--- config.mk ---
export PLATFORM = sky130hd
export DESIGN_NAME = ddr_wr_burst
export DESIGN_NICKNAME = d
export VERILOG_FILES = /design/src/rtl/ddr_wr_burst.sv
export SDC_FILE = /design/constraint.sdc
export NUM_CORES = 1
export LEC_CHECK = 0
export CAP_MARGIN = 30
export CORE_MARGIN = 2
export CORE_UTILIZATION = 30
export DETAILED_ROUTE_END_ITERATION = 12
export DONT_BUFFER_PORTS = 1
export GPL_ROUTABILITY_DRIVEN = 0
export PLACE_DENSITY = 0.41
export SKIP_CTS_REPAIR_TIMING = 1
export SYNTH_ARGS = -nofsm -noshare
export SYNTH_HDL_FRONTEND = slang
export SYNTH_SLANG_ARGS = --single-unit
--- constraint.sdc ---
create_clock -name clk -period 2.8 [get_ports clk]
set_input_delay 0.56 -clock clk [delete_from_list [all_inputs] [get_ports clk]]
set_output_delay 0.56 -clock clk [all_outputs]
set_load 0.005 [all_outputs]
--- src/rtl/ddr_wr_burst.sv ---
// ddr_wr_burst: streams 32-bit words into the MIG port-0 write FIFO and issues one
// WRITE command per group of words, walking a circular byte-address region.
`default_nettype none

module ddr_wr_burst #(
  parameter int          BURST_LEN = 32,
  parameter logic [29:0] ADDR_BASE = 30'h0000_0000,
  parameter logic [29:0] ADDR_SIZE = 30'h0400_0000
) (
  input  logic        clk,
  input  logic        rst,
  input  logic        calib_done,
  input  logic [31:0] s_data,
  input  logic        s_valid,
  output logic        s_ready,
  input  logic        s_last,
  output logic        mig_cmd_en,
  output logic [2:0]  mig_cmd_instr,
  output logic [5:0]  mig_cmd_bl,
  output logic [29:0] mig_cmd_byte_addr,
  input  logic        mig_cmd_full,
  output logic        mig_wr_en,
  output logic [3:0]  mig_wr_mask,
  output logic [31:0] mig_wr_data,
  input  logic        mig_wr_full,
  input  logic        mig_wr_error,
  output logic        busy,
  output logic        err,
  output logic [15:0] bursts_issued
);

  typedef enum logic [1:0] {
    WAIT_CALIB = 2'd0,
    FILL       = 2'd1,
    CMD        = 2'd2,
    ERROR      = 2'd3
  } state_t;

  localparam logic [6:0]  LAST_IDX  = 7'(BURST_LEN - 1);
  localparam logic [29:0] ADDR_MASK = ADDR_SIZE - 30'd1;

  state_t      state;
  logic [6:0]  word_cnt;
  logic [5:0]  pend_bl;
  logic [29:0] cur_addr;
  logic [29:0] burst_bytes;
  logic [29:0] next_addr;
  logic        accept;

  // Write path is a pure pass-through so data always reaches MIG before its command.
  assign s_ready     = (state == FILL) && !mig_wr_full;
  assign accept      = s_valid && s_ready;
  assign mig_wr_en   = accept;
  assign mig_wr_data = s_data;
  assign mig_wr_mask = 4'b0000;
  assign busy        = (state == CMD) || ((state == FILL) && (word_cnt != 7'd0));

  // The region size is a power of two, so wrapping is a mask on the offset.
  assign burst_bytes = {22'd0, pend_bl, 2'b00} + 30'd4;
  assign next_addr   = ADDR_BASE + (((cur_addr - ADDR_BASE) + burst_bytes) & ADDR_MASK);

  always_ff @(posedge clk) begin
    if (rst) begin
      state             <= WAIT_CALIB;
      word_cnt          <= 7'd0;
      pend_bl           <= 6'd0;
      cur_addr          <= ADDR_BASE;
      mig_cmd_en        <= 1'b0;
      mig_cmd_instr     <= 3'b000;
      mig_cmd_bl        <= 6'd0;
      mig_cmd_byte_addr <= 30'd0;
      err               <= 1'b0;
      bursts_issued     <= 16'd0;
    end else begin
      mig_cmd_en <= 1'b0;
      if (mig_wr_error) begin
        err   <= 1'b1;
        state <= ERROR;
      end else begin
        case (state)
          WAIT_CALIB: begin
            if (calib_done) state <= FILL;
          end
          FILL: begin
            if (accept) begin
              if ((word_cnt == LAST_IDX) || s_last) begin
                pend_bl  <= word_cnt[5:0];
                word_cnt <= 7'd0;
                state    <= CMD;
              end else begin
                word_cnt <= word_cnt + 7'd1;
              end
            end
          end
          CMD: begin
            if (!mig_cmd_full) begin
              mig_cmd_en        <= 1'b1;
              mig_cmd_instr     <= 3'b000;
              mig_cmd_bl        <= pend_bl;
              mig_cmd_byte_addr <= cur_addr;
              bursts_issued     <= bursts_issued + 16'd1;
              cur_addr          <= next_addr;
              state             <= FILL;
            end
          end
          ERROR: begin
            state <= ERROR;
          end
          default: state <= ERROR;
        endcase
      end
    end
  end

endmodule

`default_nettype wire

==> metrics.txt <==
layout cell share with drive strength beyond 1=0.0672; Power per Cell Area=575 nW/µm²; final setup TNS=0 ns; Mapped Cells=513; Hold Crit Class=in2reg; most frequent cell after synthesis=dfxtp_1; DRT iter0 DRCs=156; status=complete, no violations; nets=528; initial antenna violation count=1; Synth Flop Type=dfxtp_1; register area share after synthesis=0.406; largest cells by area after synthesis=dfxtp_1 41%, buf_4 7.9%, a21oi_1 7.1%; DR WL/cell=14.5 µm; worst slew pin tran=0.530 ns; # fillers=1476; Worst path top cell family by delay=adder cells; vias in the first global route=2982; vias=3275; post-synthesis mux area share=0.0228; Starting Density=0.308; dpl hpwl=6360 µm; leading area contributor after synthesis=dfxtp_1; Synth top area share=0.406; synth warn=0; DRT Pass-1 Iters=6; Clock Root Buffer=clkbuf_16; Post-route DRC=0; post-synth cell types=45; Adder-Cell Fraction of Synth Area=0.0485; Core ar.=13900 µm²; all-layer global routing usage=0.132; Final Cycle Share=0.865; Finish-stage setup viols=0; Non-Filler Instances=657; CTS Buf Count=9; largest net degree at the start of global routing=99; CP startpoint=pend_bl[1]; height of the die=124 µm; Crit Path Max Fanout=11; Synth top cells by count=87 x dfxtp_1, 79 x nand2_1, 61 x a21oi_1, 45 x buf_4, 24 x nor2_1; minimum clock period after layout=2.42 ns; Simple-Gate Fraction of Synth Area=0.233; syn_area_per_cell=8.35 µm²; H-tree depth=3; Critical Path AT=2.65 ns; RSZ-0062 raised after global routing=false; TritonCTS clock tree=done; # placed instances=641; Leakage=1.55 nW; fmax=413 MHz; launching point of the worst reg2reg path=pend_bl[1]; # Max-Cap Violations=0; Post-Synth XOR/XNOR Area=0.0266; IO Count=136; clk_lat worst skew=0.34 ns; post-synthesis register bit count=87; Worst path slowest cell=fa_1; largest buffer count on any clock path=2; Crit path buffers/inverters=1; Worst Hold Launch=rst; Fin. Hold Viols=0; DIE AREA=15300 µm²; total gr overflow=0; # rows=43; I/O Buffers=0; Fin Clk Skew=0.00652 ns; Mapped Area=4290 µm²; Final Max Tran Viols=0; CTS Sinks=87; peak supply drop=0.258 mV; Post-DRT Antenna Nets=0; die width=124 µm; storage element area=1740 µm²; crit path cell chain=ha_1, ha_1, fa_1, a21o_1, a31oi_1, buf_4, or4_1, a21oi_1; first-pass GRT wire length=15600 µm; clk slew on worst S/H paths=0.06 ns; largest family of logic cells by synthesized area=simple AND/OR/NAND/NOR gates; drt via density=4.98; critical path's most frequent cell=ha_1; area of the multi-input gates=2100 µm²; slowest stage delay, CP=0.42 ns; CP Launch Type=register; relative max-transition margin=0.645; EDFF count, synth=0; Routed WL=9530 µm; fraction of registers with async set/reset=0; CP Capture Type=register; WS Path Type=reg2reg; CP required=3.03 ns; synthesis-to-finish area growth=4.64%; complex-gate fraction of the synthesized area=0.149
## logic make-up after synthesis
logic type | Yosys count
buffers and inverters | 83
AO/OA/AOI/OAI | 111
adder cells (fa/ha/maj) | 16
multiplexers | 9
XOR/XNOR | 13
other | 1
AND/OR/NAND/NOR | 193
flip-flops | 87
## layout by cell type (no fill, tap or decap), types with 6 or more instances in the layout
cell type	n
clkbuf_16	9
ha_1	15
o21ai_0	19
nand4_1	6
nor2_1	24
nand2b_1	12
conb_1	13
nand3_1	15
buf_4	7
dfxtp_1	87
nand2_1	79
nor4_1	6
o31ai_1	13
nor2b_1	8
or4_1	14
mux2_2	6
inv_1	12
xor2_1	8
or3_1	7
a21oi_1	61
## layer usage
layer	global-route usage	routed length (µm)	part of all wire	vias to the layer above
li1	-	-	-	1667
met1	0.175	4640	0.49	1501
met2	0.191	4020	0.42	82
met3	0.0521	700	0.073	25
met4	0.0540	164	0.017	0
met5	0	0	0	-
## metrics by stage
stage	total power, mW	hold WS [ns]	instance area, µm²	worst slack, ns	util
4_1_cts	2.64	0.271	4480	0.366	0.322
3_5_place_dp	1.33	0.458	4170	0.379	0.299
3_3_place_gp	1.33	0.452	4170	0.405	0.299
2_1_floorplan	1.38	0.432	4330	0.345	-
6_report	2.58	0.291	4480	0.377	0.322
5_1_grt	2.68	0.276	4480	0.199	0.322
## worst paths after layout
kind	slack, ns	cells past startpoint	endpoint
worst max-delay path	0.38	8	cur_addr[13]
worst min-delay path	0.29	1	bursts_issued[2]
worst max register to register	0.38	8	cur_addr[13]
worst min register to register	0.46	2	mig_cmd_bl[0]
## sequential cells by signal, indices dropped and copies added (netlist names)
| signal | cells |
|---|---|
| pend_bl | 6 |
| state | 2 |
| mig_cmd_byte_addr | 24 |
| mig_cmd_bl | 6 |
| err | 1 |
| cur_addr | 24 |
| mig_cmd_en | 1 |
| word_cnt | 7 |
| bursts_issued | 16 |
## power by group
group | leakage (nW) | internal [mW] | switching [mW]
registers | 0.702 | 1.24 | 0.00707
clock network | 0.155 | 0.798 | 0.480
logic | 0.695 | 0.0189 | 0.0308
total | 1.55 | 2.06 | 0.517
## area by class of cell
cell class | count | area share
inverter | 12 | 0.0100
tap | 180 | 0.0502
timing repair buffer | 7 | 0.0117
sequential | 87 | 0.388
antenna | 1 | 0.000558
clock buffer | 11 | 0.0541
multi-input combinational | 355 | 0.469
clock inverter | 4 | 0.0156
No activity file was read; power rests on OpenSTA's default activity.
